--- src/rtl/sdram_axi_pkg.sv ---
// Shared AXI encodings and FSM state type for the pmem-to-AXI4 initiator bridge.
package sdram_axi_pkg;

  localparam logic [1:0] AXI_BURST_INCR = 2'b01;

  localparam logic [1:0] RESP_OKAY   = 2'b00;
  localparam logic [1:0] RESP_EXOKAY = 2'b01;
  localparam logic [1:0] RESP_SLVERR = 2'b10;
  localparam logic [1:0] RESP_DECERR = 2'b11;

  typedef enum logic [1:0] {
    IDLE  = 2'd0,
    WRITE = 2'd1,
    WRESP = 2'd2,
    READ  = 2'd3
  } state_t;

  function automatic logic resp_is_error(input logic [1:0] resp);
    logic r_err;
    case (resp)
      RESP_OKAY, RESP_EXOKAY:  r_err = 1'b0;
      RESP_SLVERR, RESP_DECERR: r_err = 1'b1;
      default:                 r_err = 1'b1;
    endcase
    return r_err;
  endfunction

endpackage

--- src/rtl/sdram_pmem_axi_master_if.sv ---
// AXI4 master-port bundle; the bridge takes the master modport, the memory model the slave modport.
interface sdram_pmem_axi_master_if #(
  parameter int ADDR_W = 32
);

  logic              awvalid;
  logic [ADDR_W-1:0] awaddr;
  logic [3:0]        awid;
  logic [7:0]        awlen;
  logic [1:0]        awburst;
  logic              awready;

  logic              wvalid;
  logic [31:0]       wdata;
  logic [3:0]        wstrb;
  logic              wlast;
  logic              wready;

  logic              bvalid;
  logic [1:0]        bresp;
  logic [3:0]        bid;
  logic              bready;

  logic              arvalid;
  logic [ADDR_W-1:0] araddr;
  logic [3:0]        arid;
  logic [7:0]        arlen;
  logic [1:0]        arburst;
  logic              arready;

  logic              rvalid;
  logic [31:0]       rdata;
  logic [1:0]        rresp;
  logic [3:0]        rid;
  logic              rlast;
  logic              rready;

  modport master (
    output awvalid, awaddr, awid, awlen, awburst, input awready,
    output wvalid, wdata, wstrb, wlast, input wready,
    input bvalid, bresp, bid, output bready,
    output arvalid, araddr, arid, arlen, arburst, input arready,
    input rvalid, rdata, rresp, rid, rlast, output rready
  );

  modport slave (
    input awvalid, awaddr, awid, awlen, awburst, output awready,
    input wvalid, wdata, wstrb, wlast, output wready,
    output bvalid, bresp, bid, input bready,
    input arvalid, araddr, arid, arlen, arburst, output arready,
    output rvalid, rdata, rresp, rid, rlast, input rready
  );

endinterface

--- src/rtl/sdram_axi_wbuf.sv ---
// Single-entry W channel holding register: a loaded beat stays valid until wready takes it.
module sdram_axi_wbuf (
  input  logic        clk_i,
  input  logic        rst_i,
  input  logic        i_load,
  input  logic [31:0] i_data,
  input  logic [3:0]  i_strb,
  input  logic        i_last,
  input  logic        i_wready,
  output logic        o_wvalid,
  output logic [31:0] o_wdata,
  output logic [3:0]  o_wstrb,
  output logic        o_wlast,
  output logic        o_free,
  output logic        o_last_hs
);

  logic        r_valid;
  logic [31:0] r_data;
  logic [3:0]  r_strb;
  logic        r_last;

  // A load may replace a beat that is handshaking in the same cycle.
  always_ff @(posedge clk_i or negedge rst_i) begin
    if (!rst_i) begin
      r_valid <= 1'b0;
      r_data  <= '0;
      r_strb  <= '0;
      r_last  <= 1'b0;
    end else if (i_load) begin
      r_valid <= 1'b1;
      r_data  <= i_data;
      r_strb  <= i_strb;
      r_last  <= i_last;
    end else if (i_wready) begin
      r_valid <= 1'b0;
    end
  end

  assign o_wvalid  = r_valid;
  assign o_wdata   = r_data;
  assign o_wstrb   = r_strb;
  assign o_wlast   = r_last;
  assign o_free    = !r_valid || i_wready;
  assign o_last_hs = r_valid && i_wready && r_last;

endmodule

--- src/rtl/sdram_pmem_axi_master.sv ---
// pmem request interface to AXI4 INCR burst bridge, one transaction outstanding at a time.
module sdram_pmem_axi_master
  import sdram_axi_pkg::*;
#(
  parameter int AXI_ID = 0,
  parameter int ADDR_W = 32
) (
  input  logic              clk_i,
  input  logic              rst_i,
  input  logic [3:0]        inport_wr_i,
  input  logic              inport_rd_i,
  input  logic [7:0]        inport_len_i,
  input  logic [ADDR_W-1:0] inport_addr_i,
  input  logic [31:0]       inport_write_data_i,
  output logic              inport_accept_o,
  output logic              inport_ack_o,
  output logic              inport_error_o,
  output logic [31:0]       inport_read_data_o,
  sdram_pmem_axi_master_if.master axi
);

  localparam logic [3:0] ID_VAL = 4'(AXI_ID);

  state_t            r_state;
  state_t            w_next;
  logic              r_awvalid;
  logic [ADDR_W-1:0] r_awaddr;
  logic [7:0]        r_awlen;
  logic              r_arvalid;
  logic [ADDR_W-1:0] r_araddr;
  logic [7:0]        r_arlen;
  logic [7:0]        r_remaining;
  logic              r_wdone;
  logic              r_ack;
  logic              r_error;
  logic [31:0]       r_rdata;

  logic              w_accept;
  logic              w_load;
  logic              w_load_last;
  logic              w_wfree;
  logic              w_wlast_hs;
  logic              w_aw_done;
  logic [ADDR_W-1:0] w_addr_aligned;

  assign w_addr_aligned = inport_addr_i & ~ADDR_W'(3);
  assign w_aw_done      = !r_awvalid || axi.awready;

  sdram_axi_wbuf u_wbuf (
    .clk_i     (clk_i),
    .rst_i     (rst_i),
    .i_load    (w_load),
    .i_data    (inport_write_data_i),
    .i_strb    (inport_wr_i),
    .i_last    (w_load_last),
    .i_wready  (axi.wready),
    .o_wvalid  (axi.wvalid),
    .o_wdata   (axi.wdata),
    .o_wstrb   (axi.wstrb),
    .o_wlast   (axi.wlast),
    .o_free    (w_wfree),
    .o_last_hs (w_wlast_hs)
  );

  always_ff @(posedge clk_i or negedge rst_i) begin
    if (!rst_i) r_state <= IDLE;
    else        r_state <= w_next;
  end

  // A simultaneous wr/rd in IDLE issues the write; the read waits on the input.
  always_comb begin
    w_next      = r_state;
    w_accept    = 1'b0;
    w_load      = 1'b0;
    w_load_last = 1'b0;
    case (r_state)
      IDLE: begin
        w_accept = 1'b1;
        if (inport_wr_i != 4'd0) begin
          w_load      = 1'b1;
          w_load_last = (inport_len_i == 8'd0);
          w_next      = WRITE;
        end else if (inport_rd_i) begin
          w_next = READ;
        end
      end
      WRITE: begin
        w_accept    = (r_remaining != 8'd0) && w_wfree && (inport_wr_i != 4'd0);
        w_load      = w_accept;
        w_load_last = (r_remaining == 8'd1);
        if ((r_wdone || w_wlast_hs) && w_aw_done) w_next = WRESP;
      end
      WRESP:   if (axi.bvalid) w_next = IDLE;
      READ:    if (axi.rvalid && axi.rlast) w_next = IDLE;
      default: w_next = IDLE;
    endcase
  end

  always_ff @(posedge clk_i or negedge rst_i) begin
    if (!rst_i) begin
      r_awvalid   <= 1'b0;
      r_awaddr    <= '0;
      r_awlen     <= '0;
      r_arvalid   <= 1'b0;
      r_araddr    <= '0;
      r_arlen     <= '0;
      r_remaining <= '0;
      r_wdone     <= 1'b0;
      r_ack       <= 1'b0;
      r_error     <= 1'b0;
      r_rdata     <= '0;
    end else begin
      r_ack   <= 1'b0;
      r_error <= 1'b0;
      if (r_awvalid && axi.awready) r_awvalid <= 1'b0;
      if (r_arvalid && axi.arready) r_arvalid <= 1'b0;
      if (w_wlast_hs)               r_wdone   <= 1'b1;
      case (r_state)
        IDLE: begin
          if (inport_wr_i != 4'd0) begin
            r_awvalid   <= 1'b1;
            r_awaddr    <= w_addr_aligned;
            r_awlen     <= inport_len_i;
            r_remaining <= inport_len_i;
            r_wdone     <= 1'b0;
          end else if (inport_rd_i) begin
            r_arvalid <= 1'b1;
            r_araddr  <= w_addr_aligned;
            r_arlen   <= inport_len_i;
          end
        end
        WRITE: if (w_accept) r_remaining <= r_remaining - 8'd1;
        WRESP: begin
          if (axi.bvalid) begin
            r_ack   <= 1'b1;
            r_error <= resp_is_error(axi.bresp) || (axi.bid != ID_VAL);
          end
        end
        READ: begin
          if (axi.rvalid) begin
            r_ack   <= 1'b1;
            r_rdata <= axi.rdata;
            r_error <= resp_is_error(axi.rresp) || (axi.rid != ID_VAL);
          end
        end
        default: ;
      endcase
    end
  end

  assign inport_accept_o    = w_accept;
  assign inport_ack_o       = r_ack;
  assign inport_error_o     = r_error;
  assign inport_read_data_o = r_rdata;

  assign axi.awvalid = r_awvalid;
  assign axi.awaddr  = r_awaddr;
  assign axi.awid    = ID_VAL;
  assign axi.awlen   = r_awlen;
  assign axi.awburst = AXI_BURST_INCR;
  assign axi.bready  = (r_state == WRESP);
  assign axi.arvalid = r_arvalid;
  assign axi.araddr  = r_araddr;
  assign axi.arid    = ID_VAL;
  assign axi.arlen   = r_arlen;
  assign axi.arburst = AXI_BURST_INCR;
  assign axi.rready  = (r_state == READ);

endmodule

--- src/flat_wrapper.sv ---
// flat-port wrapper written by rule: the top's interface ports become plain ports
module sdram_pmem_axi_master_flat import sdram_axi_pkg::*;
#(
  parameter int AXI_ID = 0,
  parameter int ADDR_W = 32
)
  (clk_i, rst_i, inport_wr_i, inport_rd_i, inport_len_i, inport_addr_i, inport_write_data_i, inport_accept_o, inport_ack_o, inport_error_o, inport_read_data_o, axi_awvalid, axi_awaddr, axi_awid, axi_awlen, axi_awburst, axi_awready, axi_wvalid, axi_wdata, axi_wstrb, axi_wlast, axi_wready, axi_bvalid, axi_bresp, axi_bid, axi_bready, axi_arvalid, axi_araddr, axi_arid, axi_arlen, axi_arburst, axi_arready, axi_rvalid, axi_rdata, axi_rresp, axi_rid, axi_rlast, axi_rready);
  sdram_pmem_axi_master_if #(.ADDR_W(ADDR_W)) axi_i ();
  input  logic clk_i;
  input  logic rst_i;
  input  logic [3:0] inport_wr_i;
  input  logic inport_rd_i;
  input  logic [7:0] inport_len_i;
  input  logic [ADDR_W-1:0] inport_addr_i;
  input  logic [31:0] inport_write_data_i;
  output logic inport_accept_o;
  output logic inport_ack_o;
  output logic inport_error_o;
  output logic [31:0] inport_read_data_o;
  output wire logic [$bits(axi_i.awvalid)-1:0] axi_awvalid;
  output wire logic [$bits(axi_i.awaddr)-1:0] axi_awaddr;
  output wire logic [$bits(axi_i.awid)-1:0] axi_awid;
  output wire logic [$bits(axi_i.awlen)-1:0] axi_awlen;
  output wire logic [$bits(axi_i.awburst)-1:0] axi_awburst;
  input wire logic [$bits(axi_i.awready)-1:0] axi_awready;
  output wire logic [$bits(axi_i.wvalid)-1:0] axi_wvalid;
  output wire logic [$bits(axi_i.wdata)-1:0] axi_wdata;
  output wire logic [$bits(axi_i.wstrb)-1:0] axi_wstrb;
  output wire logic [$bits(axi_i.wlast)-1:0] axi_wlast;
  input wire logic [$bits(axi_i.wready)-1:0] axi_wready;
  input wire logic [$bits(axi_i.bvalid)-1:0] axi_bvalid;
  input wire logic [$bits(axi_i.bresp)-1:0] axi_bresp;
  input wire logic [$bits(axi_i.bid)-1:0] axi_bid;
  output wire logic [$bits(axi_i.bready)-1:0] axi_bready;
  output wire logic [$bits(axi_i.arvalid)-1:0] axi_arvalid;
  output wire logic [$bits(axi_i.araddr)-1:0] axi_araddr;
  output wire logic [$bits(axi_i.arid)-1:0] axi_arid;
  output wire logic [$bits(axi_i.arlen)-1:0] axi_arlen;
  output wire logic [$bits(axi_i.arburst)-1:0] axi_arburst;
  input wire logic [$bits(axi_i.arready)-1:0] axi_arready;
  input wire logic [$bits(axi_i.rvalid)-1:0] axi_rvalid;
  input wire logic [$bits(axi_i.rdata)-1:0] axi_rdata;
  input wire logic [$bits(axi_i.rresp)-1:0] axi_rresp;
  input wire logic [$bits(axi_i.rid)-1:0] axi_rid;
  input wire logic [$bits(axi_i.rlast)-1:0] axi_rlast;
  output wire logic [$bits(axi_i.rready)-1:0] axi_rready;
  assign axi_awvalid = axi_i.awvalid;
  assign axi_awaddr = axi_i.awaddr;
  assign axi_awid = axi_i.awid;
  assign axi_awlen = axi_i.awlen;
  assign axi_awburst = axi_i.awburst;
  assign axi_i.awready = axi_awready;
  assign axi_wvalid = axi_i.wvalid;
  assign axi_wdata = axi_i.wdata;
  assign axi_wstrb = axi_i.wstrb;
  assign axi_wlast = axi_i.wlast;
  assign axi_i.wready = axi_wready;
  assign axi_i.bvalid = axi_bvalid;
  assign axi_i.bresp = axi_bresp;
  assign axi_i.bid = axi_bid;
  assign axi_bready = axi_i.bready;
  assign axi_arvalid = axi_i.arvalid;
  assign axi_araddr = axi_i.araddr;
  assign axi_arid = axi_i.arid;
  assign axi_arlen = axi_i.arlen;
  assign axi_arburst = axi_i.arburst;
  assign axi_i.arready = axi_arready;
  assign axi_i.rvalid = axi_rvalid;
  assign axi_i.rdata = axi_rdata;
  assign axi_i.rresp = axi_rresp;
  assign axi_i.rid = axi_rid;
  assign axi_i.rlast = axi_rlast;
  assign axi_rready = axi_i.rready;
  sdram_pmem_axi_master #(.AXI_ID(AXI_ID), .ADDR_W(ADDR_W)) u_core (.clk_i(clk_i), .rst_i(rst_i), .inport_wr_i(inport_wr_i), .inport_rd_i(inport_rd_i), .inport_len_i(inport_len_i), .inport_addr_i(inport_addr_i), .inport_write_data_i(inport_write_data_i), .inport_accept_o(inport_accept_o), .inport_ack_o(inport_ack_o), .inport_error_o(inport_error_o), .inport_read_data_o(inport_read_data_o), .axi(axi_i));
endmodule
--- config.mk ---
export PLATFORM = sky130hd
export DESIGN_NAME = sdram_pmem_axi_master_flat
export DESIGN_NICKNAME = d
export VERILOG_FILES = /design/src/rtl/sdram_axi_pkg.sv /design/src/rtl/sdram_pmem_axi_master_if.sv /design/src/rtl/sdram_axi_wbuf.sv /design/src/rtl/sdram_pmem_axi_master.sv /design/src/flat_wrapper.sv
export SDC_FILE = /design/constraint.sdc
export NUM_CORES = 1
export LEC_CHECK = 0
export CORE_MARGIN = 5
export CORE_UTILIZATION = 39
export CTS_BUF_LIST = sky130_fd_sc_hd__clkbuf_2 sky130_fd_sc_hd__clkbuf_4 sky130_fd_sc_hd__clkbuf_8
export DETAILED_ROUTE_END_ITERATION = 10
export HOLD_SLACK_MARGIN = 0.12
export PLACE_DENSITY = 0.79
export SLEW_MARGIN = 20
export SYNTH_ARGS = -nofsm -noshare
export SYNTH_HDL_FRONTEND = slang
export SYNTH_HIERARCHICAL = 1
export SYNTH_SLANG_ARGS = --single-unit
--- constraint.sdc ---
create_clock -name clk_i -period 2 [get_ports clk_i]
set_input_delay 0.2 -clock clk_i [delete_from_list [all_inputs] [get_ports clk_i]]
set_output_delay 0.2 -clock clk_i [all_outputs]
set_load 0.005 [all_outputs]
## Yosys cells after proc, flatten, opt, wreduce, memory -nomap -nowiden

Index checks and enable logic that the tools add are counted.
W data, S select, Z words.

| word-level totals | value |
|---|---|
| bits in registers | 161 |
| bits in latches | 0 |
| memory bits (writable) | 0 |
| bits in read-only memories | 0 |
| output and inout port bits | 169 |
| word-level logic and storage cells | 106 |
| memories kept | 0 |

| operators by class | value |
|---|---|
| add/sub/neg operators | 1 |
| multiply operators | 0 |
| div/mod/pow operators | 0 |
| $lt $le $gt $ge | 0 |
| equality and inequality tests | 16 |
| shifts and indexed selects | 0 |
| muxes and demuxes | 38 |
| bitwise operators | 1 |
| reduce and logical (&&, ||, !) cells | 34 |

Operators with widths:

| kind | number |
|---|---|
| $mux W1 | 22 |
| $mux W8 | 2 |
| $pmux W8 S2 | 1 |
| $pmux W1 S2 | 7 |
| $eq A2 B2 Y1 const B | 6 |
| $reduce_bool A4 Y1 | 3 |
| $mux W2 | 5 |
| $eq A8 B1 Y1 const B | 1 |
| $logic_and A1 B1 Y1 | 8 |
| $logic_not A8 Y1 | 1 |
| $pmux W2 S4 | 1 |
| $reduce_bool A8 Y1 | 1 |
| $reduce_or A2 Y1 | 4 |
| $sub A8 B1 Y8 const B | 1 |
| $eq A2 B1 Y1 const B | 3 |
| $logic_not A2 Y1 | 3 |
| $ne A2 B1 Y1 const B | 3 |
| $reduce_and A3 Y1 | 2 |
| $logic_or A1 B1 Y1 | 5 |
| $ne A2 B2 Y1 const B | 2 |
| $reduce_and A2 Y1 | 2 |
| $reduce_and A4 Y1 | 1 |
| $reduce_bool A2 Y1 | 2 |
| $ne A3 B2 Y1 const B | 1 |
| other kinds (2) | 3 |

## Logic depth before layout (Yosys ltp)

Gate-level depths: netlist of the first run.

| logic depth | value |
|---|---|
| depth in word-level cells | 8 |
| mapped depth | 7 |
| depth with buffers taken out | 6 |

## By module

Netlist of the first run, hierarchy kept.

By module, submodules not included:

| module | instances | cells each | area each (um^2) | sequential area each (um^2) |
|---|---|---|---|---|
| sdram_pmem_axi_master | 1 | 440 | 5,170.0 | 3,078.0 |
| sdram_axi_wbuf | 1 | 82 | 1,496.4 | 950.9 |

## Worst setup path after synthesis of the first run

No wires, ideal clock.

| path | value |
|---|---|
| kind | register to register |
| start | register u_core.r_remaining[3] |
| end | register u_core.u_wbuf.r_data[10] (netlist: u_core/u_wbuf/o_wdata[10]) |
| setup time | 125 ps |
| data arrival time | 1,917 ps |
| slack | -42 ps |
| cell stages (with the launch flop) | 7 |
| buffers on the path | 2 |
| cells stage by stage | dfrtp_1 or4_4 nor3_4 a31oi_4 buf_6 buf_6 mux2_4 |

| on the way | value |
|---|---|
| longest elaborated chain between the ends | 4 |

RTL lines:

| what | RTL line | source |
|---|---|---|
| start, declared | sdram_pmem_axi_master.sv:32 | `logic [7:0] r_remaining;` |
| start signal, assigned | sdram_pmem_axi_master.sv:124 | `r_remaining <= inport_len_i;` |
| start signal, assigned | sdram_pmem_axi_master.sv:132 | `WRITE: if (w_accept) r_remaining <= r_remaining - 8'd1;` |
| $reduce_bool A8 Y1 | sdram_pmem_axi_master.sv:88 | `w_accept = (r_remaining != 8'd0) && w_wfree && (inport_wr_i != 4'd0);` |
| $logic_and A1 B1 Y1 (2 in series) | sdram_pmem_axi_master.sv:88 |  |
| $pmux W1 S2 | sdram_pmem_axi_master.sv:76 | `case (r_state)` |
| named net u_core.w_load | sdram_pmem_axi_master.sv:39 | `logic w_load;` |
| end signal, assigned | sdram_axi_wbuf.sv:32 | `r_data <= i_data;` |
| end, declared | sdram_axi_wbuf.sv:19 | `logic [31:0] r_data;` |

The timed path passes the listed nets, and every way through them passes these cells.
A chain may end at the register's enable or synchronous reset.

## Final worst setup path of the first run

| path | value |
|---|---|
| start | register u_core.r_remaining[3] |
| end | register u_core.u_wbuf.r_data[13] (netlist: u_core/u_wbuf/o_wdata[13]) |

The elaborated chain is that of the path after synthesis.

==> impl_metrics.ini, run 1 <==
[synthesis]
yosysSeqAreaShare = 0.604
synth_top_family_by_area = multiplexers
syn_area_um2 = 6670
syn_avg_cell_area_um2 = 12.8
yosys.area_share.xor_xnor = 0
ys_warn_count = 6
synth-simple-area-share = 0.119
synth-edff-count = 0
synth_cells = 522
synth_fa_ha_area_frac = 0.00563
synth.area.mux_share = 0.200
synth_cell_types = 48
synth_seq_cells = 161
synth-compound-area-share = 0.0302
synth_top_flop_cell = dfrtp_1
async_flop_share = 1.00

[global_routing]
grt_pass1_vias = 5450
grt_max_degree = 48
grt_pass1_wl_um = 28800
antenna_found_initial = 0
track_usage = 0.184
grt_remaining_overflow = 0

[route]
post_drt_via_cell_ratio = 4.74
drtPass1Iterations = 4
routed_wirelength_um = 18300
drt_iter0_drc = 191
antenna_left = 0
drcViolationCount = 0
via_count = 5058
drt-wirelength-per-cell_um = 17.1

[clocking]
clk_pin_slew_ns = 0.09
cts_buffers = 17
clk-insertion-delay-late_ns = 0.44
clk_path_buf_depth = 2
cts_root_buf = clkbuf_8
clock-sinks = 161
cts_tree = built
h-tree-depth = 4

[die]
num_rows = 47
initial_core_util = 0.399
die_area_um2 = 19800
top_level_ports = 298
dieHeight_um = 141
die_w_um = 141
core_area_um2 = 16700

[sta]
rsz0062_at_grt = yes
fmax_mhz = 503
tightest_slew_ns = 0.580
hold_viol = 0
setup_tns_ns = 0
final_max_slew_viol_count = 0
relSlewSlack = 0.608
hold_ws_ns = 0.260
fin_crit_sh = 0.994
skew_ns = 0.00863
post-route-min-period_ns = 1.99
setup_violations = 0

[setup_path]
arrival_ns = 2.31
criticalPathCategory = flop to flop
r2r_cells = 5
rrSetupSlack_ns = 0.01
start_kind = flop
worstSetupEndpointType = flop
crit_path_max_fanout = 16
crit_required_ns = 2.33

[layout]
final_common_cell = clkdlybuf4s50_1
antenna_cells = 0
fin_nets = 968
stdcell_area_um2 = 10300
area_growth_syn_to_layout_pct = 54.6
final_cell_mix = clkdlybuf4s50_1 (275), dfrtp_1 (161), nand2_1 (123), mux2_2 (79), buf_4 (34)
layout-drive-gt1-share = 0.233

[placed_design]
io_buffers = 277
post-dp-hpwl_um = 13600
place.gp.congestion = 0.826
detailed_place.area_um2 = 9870

[power]
power_density_nw_per_um2 = 1440
p_leak_uw = 0.00467
ir_drop_mv = 0.721

[job]
max_cap_violations = 0

[min_path]
hold_path.class = input port to asynchronous set/reset pin

[outcome]
status = completed
==> through the flow <==
step           power (uW)  utilization  cells  setup slack, ns
2_1_floorplan        8460            -    536          -0.0406
3_3_place_gp        12500        0.591   1029           -0.154
3_5_place_dp        12700        0.591   1029           -0.207
4_1_cts             15000        0.616   1067          0.00644
5_1_grt             15900        0.617   1067          -0.0532
6_report            14900        0.617   1067           0.0111
==> worst max-delay path: stages, from the launching register on <==
cell,delay [ns]
dfrtp_1,0.42
or4_4,0.57
nor3_4,0.18
a31oi_4,0.18
buf_12,0.20
mux2_4,0.30
==> flip-flops by register name, summed over array words and instances, names as in the netlist <==
register and cells:
u_core/u_wbuf/o_wstrb 4, u_core/u_wbuf/o_wlast 1, u_core/inport_error_o 1, u_core/r_state 2, u_core/r_remaining 8, u_core/axi.araddr 30, u_core/axi.awlen 8, u_core/u_wbuf/o_wvalid 1
u_core/axi.arvalid 1, u_core/inport_read_data_o 32, u_core/u_wbuf/o_wdata 32, u_core/axi.awaddr 30, u_core/axi.awvalid 1, u_core/inport_ack_o 1, u_core/r_wdone 1, u_core/axi.arlen 8
==> kinds of logic after synthesis <==
| family | after synthesis |
|---|---|
| simple gates | 177 |
| flops | 161 |
| mux | 109 |
| buf+inv | 42 |
| compound gates | 28 |
| fa+ha+maj | 3 |
| other cells | 2 |
==> path summary, 6_finish.rpt <==
check | from | endpoint
max in group asynchronous | rst_i | u_core/axi.awaddr[30]
setup reg to reg | u_core/r_remaining[3] | u_core/u_wbuf/o_wdata[13]
setup / recovery | u_core/r_remaining[3] | u_core/u_wbuf/o_wdata[13]
hold reg to reg | u_core/axi.awaddr[15] | u_core/axi.awaddr[15]
hold / removal | rst_i | u_core/inport_read_data_o[25]
min in group clk_i | inport_addr_i[4] | u_core/axi.awaddr[4]
==> per-layer routing <==
layer,track usage,vias up,part of all wire
li1,-,2369,-
met1,0.208,2459,0.39
met2,0.324,209,0.51
met3,0.0687,21,0.091
met4,0.0546,0,0.013
met5,0,-,0
==> cell usage after synthesis, types with 2 or more instances <==
master	instances	area share
nor2b_1	3	0.0028
mux2_2	79	0.13
mux2_4	28	0.063
nand4_1	3	0.0028
buf_6	4	0.0068
a21oi_1	5	0.0038
ha_1	3	0.0056
buf_4	18	0.020
or4_1	3	0.0034
inv_1	3	0.0017
buf_2	9	0.0068
nand2_1	123	0.069
mux2i_1	2	0.0030
conb_1	2	0.0011
nand3_1	6	0.0045
dfrtp_1	161	0.60
nor2_1	18	0.010
clkbuf_1	7	0.0039
and3_1	2	0.0019
a22oi_1	3	0.0034
nand2b_1	3	0.0028
o22ai_1	4	0.0038
o21ai_0	6	0.0045
nor4_1	3	0.0028
==> report_power, final <==
group | switching, uW | internal [uW] | total [uW]
registers | 827 | 4740 | 5560
logic | 2600 | 4540 | 7140
clock network | 1180 | 985 | 2160
==> cell type report <==
class,instances,area [um^2]
Inverter,4,15.0
Timing Repair Buffer,319,3170
Sequential cell,161,4030
Multi-Input combinational cell,333,2470
Fill cell,1351,6390
Tap cell,220,275
Clock inverter,12,95.1
Clock buffer,18,248
==> repair_timing <==
action | 4_1_cts | 5_1_grt
gates cloned | 0 | 0
setup endpoints to repair | 37 | 38
hold buffers | 1 | 0
endpoints found under the hold margin | 161 | 0
resized for setup | 9 | 5
buffers inserted | 7 | 0
pin swaps | 4 | 1
Power figures use the tool's default switching activity.
==> inputs of run 2 (changes only) <==
Settings changed: REMOVE_ABC_BUFFERS set to 1, SLEW_MARGIN 20 to 40.
==> run 2 against run 1 <==
Compared with the run above: the flow now finishes with violations (setup timing); clock skew up 0.0036 ns; critical endpoint is now u_core/u_wbuf/o_wdata[12]; count of clock-buffer cells in the layout unchanged; final cell count down 0.47%.
==> impl_metrics.ini, run 2 (synthesized netlist as in run 1, its figures left out) <==
[power]
p_leak_uw = 0.00469
ir_drop_mv = 0.802
power_density_nw_per_um2 = 1480

[setup_path]
crit_required_ns = 2.32
start_kind = flop
criticalPathCategory = flop to flop
worst_r2r_endpoint = u_core/u_wbuf/o_wdata[12]
rrSetupSlack_ns = -0.01
crit_path_max_fanout = 20
r2r-start = u_core/r_remaining[4]
arrival_ns = 2.33
worstSetupEndpointType = flop
r2r_cells = 5

[sta]
fmax_mhz = 497
setup_tns_ns = -0.0345
post-route-min-period_ns = 2.01
fin_crit_sh = 1.01
final_max_slew_viol_count = 0
relSlewSlack = 0.575
setup_slack_ns = -0.0106
rsz0062_at_grt = yes
hold_viol = 0
tightest_slew_ns = 0.637
skew_ns = 0.0122
setup_violations = 6

[job]
max_cap_violations = 0

[clocking]
cts_buffers = 17
clk_path_buf_depth = 2
clock-sinks = 161
clk-insertion-delay-late_ns = 0.44
cts_tree = built
cts_root_buf = clkbuf_8
h-tree-depth = 4
clk_pin_slew_ns = 0.09

[layout]
num-fill-cells = 1316
fin_cells = 1062
antenna_cells = 0
fin_util = 0.623
area_growth_syn_to_layout_pct = 56.0
fin_nets = 961
final_common_cell = clkdlybuf4s50_1
final_cell_mix = clkdlybuf4s50_1 (275), dfrtp_1 (160), nand2_1 (123), mux2_2 (79), mux2_4 (28)
layout-drive-gt1-share = 0.232

[placed_design]
io_buffers = 277
place.gp.congestion = 0.800
dp_cells = 1026
pre_cts_ws_ns = -0.105
post-dp-hpwl_um = 13800

[die]
dieHeight_um = 141
num_rows = 47
die_w_um = 141
core_area_um2 = 16700
initial_core_util = 0.399
top_level_ports = 298
die_area_um2 = 19800

[route]
drcViolationCount = 0
antenna_left = 0
post_drt_via_cell_ratio = 4.73
via_count = 5023
routed_wirelength_um = 18500
drt_iter0_drc = 133
drt-wirelength-per-cell_um = 17.4
drtPass1Iterations = 4

[outcome]
violations = setup timing
status = complete, but fails checks

[global_routing]
track_usage = 0.183
grt_pass1_vias = 5327
antenna_found_initial = 1
grt_remaining_overflow = 0
grt_max_degree = 63
grt_pass1_wl_um = 28800

[min_path]
hold_path.class = input port to asynchronous set/reset pin
-- run 2: worst max path at each step --
stage | startpoint | end
3_5_place_dp | inport_wr_i[0] | u_core/r_remaining[6]
4_1_cts | u_core/r_remaining[0] | inport_accept_o
6_report | u_core/r_remaining[4] | u_core/u_wbuf/o_wdata[12]
5_1_grt | u_core/r_remaining[4] | u_core/u_wbuf/o_wdata[14]
2_1_floorplan | u_core/r_state[0] | u_core/u_wbuf/o_wlast
3_3_place_gp | inport_wr_i[0] | inport_accept_o
-- run 2: through the flow --
| stage | instance area (um^2) | total power [uW] | hold WS [ns] |
|---|---|---|---|
| 3_5_place_dp | 9860 | 12700 | 0.237 |
| 6_report | 10400 | 15400 | 0.306 |
| 4_1_cts | 10300 | 15400 | 0.277 |
| 2_1_floorplan | 6470 | 8300 | -0.0956 |
| 3_3_place_gp | 9860 | 12500 | 0.232 |
| 5_1_grt | 10400 | 16300 | 0.276 |
-- run 2: final cells by class --
cell class              instances  area [um^2]  share of cell area
clock inverters                14          196              0.0189
well taps                     220          275              0.0265
flip-flops and latches        161         4030               0.388
clock buffers                  18          241              0.0232
repair buffers                312         3160               0.303
inverters                       4         16.3             0.00156
multi-input cells             333         2480               0.239
-- run 2: critical path, cell delays in order, from the launching register on --
cell,delay [ns]
dfrtp_2,0.47
or4_4,0.55
nor3_4,0.19
a31oi_4,0.17
buf_12,0.20
mux2_4,0.31
-- run 2: metal layers --
layer / wire (um) / up-vias / track usage / part of all wire
met2: 9410 / 176 / 0.312 / 0.51
li1: - / 2356 / - / -
met4: 406 / 2 / 0.0586 / 0.022
met3: 1600 / 27 / 0.0796 / 0.087
met5: 7 / - / 0 / 0.00038
met1: 7080 / 2462 / 0.208 / 0.38
-- run 2: repair_timing --
action | 4_1_cts | 5_1_grt
resized for setup | 10 | 9
pin swaps | 0 | 2
endpoints found under the setup margin | 2 | 8
hold endpoints to repair | 57 | 0
buffers inserted | 0 | 2
gates cloned | 0 | 1
hold buffers | 1 | 0
-- run 2: power breakdown --
part           switching, uW  internal (uW)
clock                   1310           1300
sequential               859           4730
combinational           2610           4550
